==> src/rtl/pipe_stage_reg_if.sv <==
// Bundle for one inter-stage pipeline register: stall/flush control, per-lane
// upstream payload in, registered payload, delay-slot feedback and monitor outputs.
interface pipe_stage_reg_if #(
  parameter int DATA_W  = 32,
  parameter int LANES   = 1,
  parameter int STALL_W = 6,
  parameter int CNT_W   = 8
);
  logic [STALL_W-1:0]      stall;
  logic                    flush;
  logic [LANES-1:0]        in_valid;
  logic [LANES*DATA_W-1:0] in_data;
  logic [LANES-1:0]        in_wreg;
  logic [LANES*5-1:0]      in_wd;
  logic                    in_delayslot;
  logic                    next_delayslot_i;

  logic [LANES-1:0]        out_valid;
  logic [LANES*DATA_W-1:0] out_data;
  logic [LANES-1:0]        out_wreg;
  logic [LANES*5-1:0]      out_wd;
  logic                    out_delayslot;
  logic                    delayslot_o;
  logic                    bubble_o;
  logic [CNT_W-1:0]        hold_cnt;

  modport master (
    output stall, flush, in_valid, in_data, in_wreg, in_wd, in_delayslot, next_delayslot_i,
    input  out_valid, out_data, out_wreg, out_wd, out_delayslot, delayslot_o, bubble_o, hold_cnt
  );

  modport slave (
    input  stall, flush, in_valid, in_data, in_wreg, in_wd, in_delayslot, next_delayslot_i,
    output out_valid, out_data, out_wreg, out_wd, out_delayslot, delayslot_o, bubble_o, hold_cnt
  );
endinterface

==> src/rtl/pipe_stage_reg.sv <==
// Multi-lane inter-stage pipeline register: 1-cycle latency, all outputs registered.
// Stall pair (STAGE, STAGE+1) selects advance, bubble or hold; flush clears, hold_cnt saturates.
module pipe_stage_reg #(
  parameter int               DATA_W    = 32,
  parameter int               LANES     = 1,
  parameter int               STALL_W   = 6,
  parameter int               STAGE     = 2,
  parameter int               CNT_W     = 8,
  parameter logic [DATA_W-1:0] NOP_VALUE = '0
) (
  input  logic             clk,
  input  logic             rst,
  pipe_stage_reg_if.slave  bus
);

  localparam logic [LANES*DATA_W-1:0] NOP_ALL = {LANES{NOP_VALUE}};

  logic                    stall_up;
  logic                    stall_dn;
  logic                    unused_stall;

  logic [LANES-1:0]        valid_q, valid_d;
  logic [LANES*DATA_W-1:0] data_q, data_d;
  logic [LANES-1:0]        wreg_q, wreg_d;
  logic [LANES*5-1:0]      wd_q, wd_d;
  logic                    ds_q, ds_d;
  logic                    next_ds_q, next_ds_d;
  logic                    bubble_q, bubble_d;
  logic [CNT_W-1:0]        cnt_q, cnt_d;

  assign stall_up     = bus.stall[STAGE];
  assign stall_dn     = bus.stall[STAGE+1];
  assign unused_stall = ^bus.stall;

  // Upstream-free with downstream-stopped cannot come from a monotonic stall
  // controller; it falls through to advance rather than being special-cased.
  always_comb begin
    valid_d   = valid_q;
    data_d    = data_q;
    wreg_d    = wreg_q;
    wd_d      = wd_q;
    ds_d      = ds_q;
    next_ds_d = next_ds_q;
    bubble_d  = 1'b0;
    cnt_d     = cnt_q;
    if (bus.flush || (stall_up && !stall_dn)) begin
      valid_d   = '0;
      data_d    = NOP_ALL;
      wreg_d    = '0;
      wd_d      = '0;
      ds_d      = 1'b0;
      next_ds_d = 1'b0;
      cnt_d     = '0;
      bubble_d  = !bus.flush;
    end else if (!stall_up) begin
      valid_d   = bus.in_valid;
      data_d    = bus.in_data;
      wreg_d    = bus.in_wreg & bus.in_valid;
      wd_d      = bus.in_wd;
      ds_d      = bus.in_delayslot;
      next_ds_d = bus.next_delayslot_i;
      cnt_d     = '0;
    end else if (cnt_q != {CNT_W{1'b1}}) begin
      cnt_d = cnt_q + CNT_W'(1);
    end
  end

  always_ff @(posedge clk or negedge rst) begin
    if (!rst) begin
      valid_q   <= '0;
      data_q    <= NOP_ALL;
      wreg_q    <= '0;
      wd_q      <= '0;
      ds_q      <= 1'b0;
      next_ds_q <= 1'b0;
      bubble_q  <= 1'b0;
      cnt_q     <= '0;
    end else begin
      valid_q   <= valid_d;
      data_q    <= data_d;
      wreg_q    <= wreg_d;
      wd_q      <= wd_d;
      ds_q      <= ds_d;
      next_ds_q <= next_ds_d;
      bubble_q  <= bubble_d;
      cnt_q     <= cnt_d;
    end
  end

  assign bus.out_valid     = valid_q;
  assign bus.out_data      = data_q;
  assign bus.out_wreg      = wreg_q;
  assign bus.out_wd        = wd_q;
  assign bus.out_delayslot = ds_q;
  assign bus.delayslot_o   = next_ds_q;
  assign bus.bubble_o      = bubble_q;
  assign bus.hold_cnt      = cnt_q;

endmodule

==> src/flat_wrapper.sv <==
// flat-port wrapper written by rule: the top's interface ports become plain ports
module pipe_stage_reg_flat 
#(
  parameter int               DATA_W    = 32,
  parameter int               LANES     = 1,
  parameter int               STALL_W   = 6,
  parameter int               STAGE     = 2,
  parameter int               CNT_W     = 8,
  parameter logic [DATA_W-1:0] NOP_VALUE = '0
)
  (clk, rst, bus_stall, bus_flush, bus_in_valid, bus_in_data, bus_in_wreg, bus_in_wd, bus_in_delayslot, bus_next_delayslot_i, bus_out_valid, bus_out_data, bus_out_wreg, bus_out_wd, bus_out_delayslot, bus_delayslot_o, bus_bubble_o, bus_hold_cnt);
  pipe_stage_reg_if #(.DATA_W(DATA_W), .LANES(LANES), .STALL_W(STALL_W), .CNT_W(CNT_W)) bus_i ();
  input  logic clk;
  input  logic rst;
  input wire logic [$bits(bus_i.stall)-1:0] bus_stall;
  input wire logic [$bits(bus_i.flush)-1:0] bus_flush;
  input wire logic [$bits(bus_i.in_valid)-1:0] bus_in_valid;
  input wire logic [$bits(bus_i.in_data)-1:0] bus_in_data;
  input wire logic [$bits(bus_i.in_wreg)-1:0] bus_in_wreg;
  input wire logic [$bits(bus_i.in_wd)-1:0] bus_in_wd;
  input wire logic [$bits(bus_i.in_delayslot)-1:0] bus_in_delayslot;
  input wire logic [$bits(bus_i.next_delayslot_i)-1:0] bus_next_delayslot_i;
  output wire logic [$bits(bus_i.out_valid)-1:0] bus_out_valid;
  output wire logic [$bits(bus_i.out_data)-1:0] bus_out_data;
  output wire logic [$bits(bus_i.out_wreg)-1:0] bus_out_wreg;
  output wire logic [$bits(bus_i.out_wd)-1:0] bus_out_wd;
  output wire logic [$bits(bus_i.out_delayslot)-1:0] bus_out_delayslot;
  output wire logic [$bits(bus_i.delayslot_o)-1:0] bus_delayslot_o;
  output wire logic [$bits(bus_i.bubble_o)-1:0] bus_bubble_o;
  output wire logic [$bits(bus_i.hold_cnt)-1:0] bus_hold_cnt;
  assign bus_i.stall = bus_stall;
  assign bus_i.flush = bus_flush;
  assign bus_i.in_valid = bus_in_valid;
  assign bus_i.in_data = bus_in_data;
  assign bus_i.in_wreg = bus_in_wreg;
  assign bus_i.in_wd = bus_in_wd;
  assign bus_i.in_delayslot = bus_in_delayslot;
  assign bus_i.next_delayslot_i = bus_next_delayslot_i;
  assign bus_out_valid = bus_i.out_valid;
  assign bus_out_data = bus_i.out_data;
  assign bus_out_wreg = bus_i.out_wreg;
  assign bus_out_wd = bus_i.out_wd;
  assign bus_out_delayslot = bus_i.out_delayslot;
  assign bus_delayslot_o = bus_i.delayslot_o;
  assign bus_bubble_o = bus_i.bubble_o;
  assign bus_hold_cnt = bus_i.hold_cnt;
  pipe_stage_reg #(.DATA_W(DATA_W), .LANES(LANES), .STALL_W(STALL_W), .STAGE(STAGE), .CNT_W(CNT_W), .NOP_VALUE(NOP_VALUE)) u_core (.clk(clk), .rst(rst), .bus(bus_i));
endmodule
==> config.mk <==
export PLATFORM = sky130hd
export DESIGN_NAME = pipe_stage_reg_flat
export DESIGN_NICKNAME = d
export VERILOG_FILES = /design/src/rtl/pipe_stage_reg_if.sv /design/src/rtl/pipe_stage_reg.sv /design/src/flat_wrapper.sv
export SDC_FILE = /design/constraint.sdc
export NUM_CORES = 1
export LEC_CHECK = 0
export CAP_MARGIN = 5
export CORE_MARGIN = 4
export CORE_UTILIZATION = 42
export CTS_CLUSTER_DIAMETER = 200
export CTS_CLUSTER_SIZE = 8
export DETAILED_ROUTE_END_ITERATION = 6
export PLACE_DENSITY = 0.88
export SYNTH_ARGS = -nofsm -noshare
export SYNTH_HDL_FRONTEND = slang
export SYNTH_SLANG_ARGS = --single-unit
==> constraint.sdc <==
create_clock -name clk -period 3.55 [get_ports clk]
set_clock_uncertainty 0.1 [all_clocks]
set_input_delay 0.5325 -clock clk [delete_from_list [all_inputs] [get_ports clk]]
set_output_delay 0.5325 -clock clk [all_outputs]
set_load 0.1 [all_outputs]
* Yosys cells after proc, flatten, opt, wreduce, memory -nomap -nowiden
Index checks and enable logic that the tools add are counted. W data, S select, Z words.
Storage, ports and cells: flip-flop bits (word level) 50, bits of input ports 50, output and inout port bits 50, word-level logic and storage cells 33
Operators by class: add/subtract/negate cells 1, equality and inequality tests 3, multiplexer cells 16, bitwise operators 1, reduce and logical (&&, ||, !) cells 4
Operators by type and width (number):
- $mux W32 | 2
- $mux W8 | 3
- $mux W5 | 2
- $mux W1 | 9
- $add A8 B1 Y8 const B | 1
- $ne A8 B8 Y1 const B | 1
- $ne A3 B1 Y1 const B | 1
- $logic_not A1 Y1 | 2
- $ne A2 B1 Y1 const B | 1
- $and A1 B1 Y1 | 1
- $logic_and A1 B1 Y1 | 1
- $logic_or A1 B1 Y1 | 1

* Depth between registers and ports, before layout
depth in word-level cells 4, depth in mapped cells 5

* Least setup slack after synthesis
Ideal clock, no wire load.
kind flip-flop to flip-flop, start register u_core.cnt_q[0] (netlist: u_core.bus.hold_cnt[0]), end register u_core.cnt_q[3] (netlist: u_core.bus.hold_cnt[3]), library setup time 0.074 ns, data arrival time 1.859 ns, required time 3.376 ns, setup slack 1.517 ns, cell stages (with the launch flop) 5, buffers on the path 0, clock period less this slack 2.033 ns, cells stage by stage dfrtp_1 ha_1 and3_1 a2111o_1 o21ai_2
Between the ends: word-level cells in the longest chain between the ends 4, elaborated cells on any way between the ends 6, those cells by class add/sub: 1; eq/ne: 2; mux: 3
RTL lines:
- start: declaration | RTL line pipe_stage_reg.sv:29 | logic [CNT_W-1:0] cnt_q, cnt_d;
- start signal: assignment | RTL line pipe_stage_reg.sv:86 | cnt_q <= cnt_d;
- $add A8 B1 Y8 | RTL line pipe_stage_reg.sv:64 | cnt_d = cnt_q + CNT_W'(1);
- $mux W8 | RTL line pipe_stage_reg.sv:63 | end else if (cnt_q != {CNT_W{1'b1}}) begin
- $mux W8 | RTL line pipe_stage_reg.sv:55 | end else if (!stall_up) begin
- $mux W8 | RTL line pipe_stage_reg.sv:46 | if (bus.flush || (stall_up && !stall_dn)) begin
Several ways; a longest one is shown, not always the timed one. The select of a mux whose other input is x is not followed. A chain may end at the register's enable or synchronous reset.

* Worst setup path in the final report
start register u_core.cnt_q[3] (netlist: u_core.bus.hold_cnt[3]), end output bus_hold_cnt[3]
RTL lines:
- end: declaration | RTL line flat_wrapper.sv:30 | output wire logic [$bits(bus_i.hold_cnt)-1:0] bus_hold_cnt;
No word-level cell between the ends.

==> results.md <==
- FFs w/ async S/R, synth: between 90% and 100%
- Mapped Nets: 193
- Global placement routability congestion: about 0.72
- Maximum vdd drop: ~250 uV
- Clk pin slew, worst setup/hold paths: about 0.090 ns
- Endpoint class of the critical path: output port
- Htree depth: 2
- Area leader, netlist: dfrtp_1
- Top cells by area, synth: dfrtp_1 (65%), a22o_1 (18%), buf_2 (1.6%)
- Initial antenna violation count: 0
- Sink Count: 50
- Leakage: approximately 1.3 nW
- Synth Cell Area: around 1900 sq um
- Via-to-Cell Ratio: between 5 and 6
- DR WL/cell: 16.79 um
- Initial Util: 43.88%
- Post-synth EDFFs: 0
- Net Sw Frac: roughly 32%
- Die Y: approximately 76 um
- Setup TNS: 0 ns
- Cts bufs inserted: 5
- Vias in the first global route: 1613
- Pins Over Slew Limit: 0
- Largest net degree at the start of global routing: slightly above 50
- Period utilization: between 70% and 80%
- Crit path cell chain: clkdlybuf4s50_1
- Ys flop type: dfrtp_1
- First-pass GRT wire length: approximately 8100 um
- Yosys Warn Count: 0
- Routed vias: approximately 1500
- Post-synthesis sequential area ratio: between 60% and 70%
- Cell total after placement: 280
- DRC errors left: 0
- Core Area: 4414 sq um
- CTS tree: done
- Fraction of layout cells with a size suffix above 1: under 10%
- Slowest-stage cell, CP: clkdlybuf4s50_1
- Total grt overflow: 0
- Cell Area, Placed: between 2000 and 3000 sq um
- Max-Cap Viols: 0
- Worst slew margin: roughly 28%
- Pwr dens: about 420 nW/um^2
- Sw Pwr: slightly above 0.4 mW
- WP data required: slightly below 3 ns
- PostCTS Resize Cnt: 0
- Max Clk Rate: around 0.38 GHz
- Non-Filler Instances: about 290
- Total GRT Usage: 17.10%
- Total Die Area: 5762 sq um
- Worst reg2reg path depth: 4
- RSZ-0062 raised after global routing: no
- Syn avg cell area: around 14 sq um
- Slowest stage delay, CP: between 1 and 1.5 ns
- Initial DRC Count: 67
- Site row count: 24
- R2R Path End: u_core.bus.hold_cnt[3]$_DFFE_PN0P_
- ANT nets after route: 0
- # diodes: 0
- Int Power: ~0.87 mW
- Sequential share of power: about 47%
- Worst skew pair latency: slightly below 0.3 ns
- Yosys cell types: 31
- Root Buffer: clkbuf_8
- Final Hold Fails: 0
- IO buf count: 95
- Worst path top cell family by delay: buffers and inverters
- Fin Hold WS: about 0.33 ns
- Buf/Inv on CP: 1
- Pre-CTS setup slack: roughly 1.1 ns
- Fin nets: around 290
- Final WL: 4836 um
- Reg2reg start: u_core.bus.hold_cnt[0]$_DFFE_PN0P_
- Critical setup path kind: reg2out
- Yosys reg bits: 50
- Die width: 75.91 um
- Startpoint Class: flop
- Status: finished clean
- Share of the synthesized area in the top cell type: 64.60%
- HP Class: in2async
- Cells after Synth: approximately 140
- Worst setup margin: 0.9357 ns
- Min Tclk post-route: between 2 and 3 ns
- Hold-fix buffers, CTS: 0
- Post-CTS setup buffer count: 0
- Final setup violation count: 0
- Slew @ Worst Pin: 1.077 ns
- Worst path arrival time: 1.98 ns
- Pre-antenna DRT Iters: 4
- Post-DP HPWL: between 3000 and 4000 um
- Gate power share: 25.1%
- Buffer depth of the longest clock path: 2
- Non-Filler Cell Area, Final: around 3000 sq um
- Clk pwr share: 27.8%
- Area Overhead vs Synth: 55.88%
- R2R setup slack: between 1.5 and 2 ns
- Crit Path Max Fanout: 9
- IO Pins: 100
## power by group through the flow
| stage | logic (mW) | registers [mW] | clock network (mW) |
|---|---|---|---|
| after global placement | 0.321 | 0.615 | 0 |
| final | 0.322 | 0.605 | 0.356 |
| after detailed placement | 0.325 | 0.616 | 0 |
| after floorplan | 0.0335 | 0.784 | 0 |
| after CTS | 0.325 | 0.605 | 0.369 |
| after global routing | 0.334 | 0.608 | 0.391 |
## layout make-up
cell class,instances,area [sq um]
multi-input combinational,81,624.3
timing repair buffer,97,973.4
clock buffer,7,96.34
clock inverter,1,8.758
fill,358,1395
sequential,50,1251
tap,52,65.06
## cell usage in the layout, fill, tap and decap left out, types with 2 or more instances in the layout
cell	instances
a21oi_1	4
a22o_1	40
clkbuf_8	7
clkdlybuf4s50_1	94
dfrtp_1	50
nand2_1	5
nand3_1	4
nor3_1	4
o21ai_0	2
## cells by family (layout without fill, tap and decap cells)
family,Yosys count,in the layout,share of synthesized area [%]
buf+inv,11,105,3.295
compound gates,55,55,23.97
mux,1,1,0.5168
flops,50,50,64.60
simple gates,24,24,6.978
fa+ha+maj,1,1,0.6459
## layer usage
metal	part of all wire [%]	GRT usage [%]
met1	42	21.84
met2	49	27.74
met3	7.8	5.569
met4	0.79	4.804
met5	0	0
## worst max-delay path by stage
stage	cells after the start	to	slack [ns]	start
floorplan	4	u_core.bus.hold_cnt[3]$_DFFE_PN0P_	1.52	u_core.bus.hold_cnt[0]$_DFFE_PN0P_
global placement	5	u_core.bus.hold_cnt[3]$_DFFE_PN0P_	1.15	bus_stall[2]
detailed placement	5	u_core.bus.hold_cnt[3]$_DFFE_PN0P_	1.08	bus_stall[2]
CTS	1	bus_hold_cnt[3]	0.91	u_core.bus.hold_cnt[3]$_DFFE_PN0P_
global route	1	bus_hold_cnt[3]	0.88	u_core.bus.hold_cnt[3]$_DFFE_PN0P_
finish	1	bus_hold_cnt[3]	0.94	u_core.bus.hold_cnt[3]$_DFFE_PN0P_
## registers in the layout, summed over array words and instances, names as in the netlist
signal and flops:
u_core.bus.hold_cnt 8, u_core.bus.out_valid 1, u_core.bus.delayslot_o 1, u_core.bus.out_delayslot 1, u_core.bus.out_wd 5, u_core.bus.bubble_o 1
u_core.bus.out_wreg 1, u_core.bus.out_data 32
## Yosys cell counts, types with 2 or more instances
cell      instances
a21oi_1           4
a22o_1           40
buf_2             6
buf_6             2
clkbuf_1          3
dfrtp_1          50
nand2_1           5
nand3_1           4
nor2_1            2
nor3_1            4
o21ai_0           2
## metrics by stage
step           util, %  power, mW
2_1_floorplan        -     0.8179
3_3_place_gp     66.01     0.9359
3_5_place_dp     66.01     0.9403
4_1_cts          68.40      1.299
5_1_grt          68.40      1.333
6_report         68.40      1.282
(Power assumes the default switching activity.)
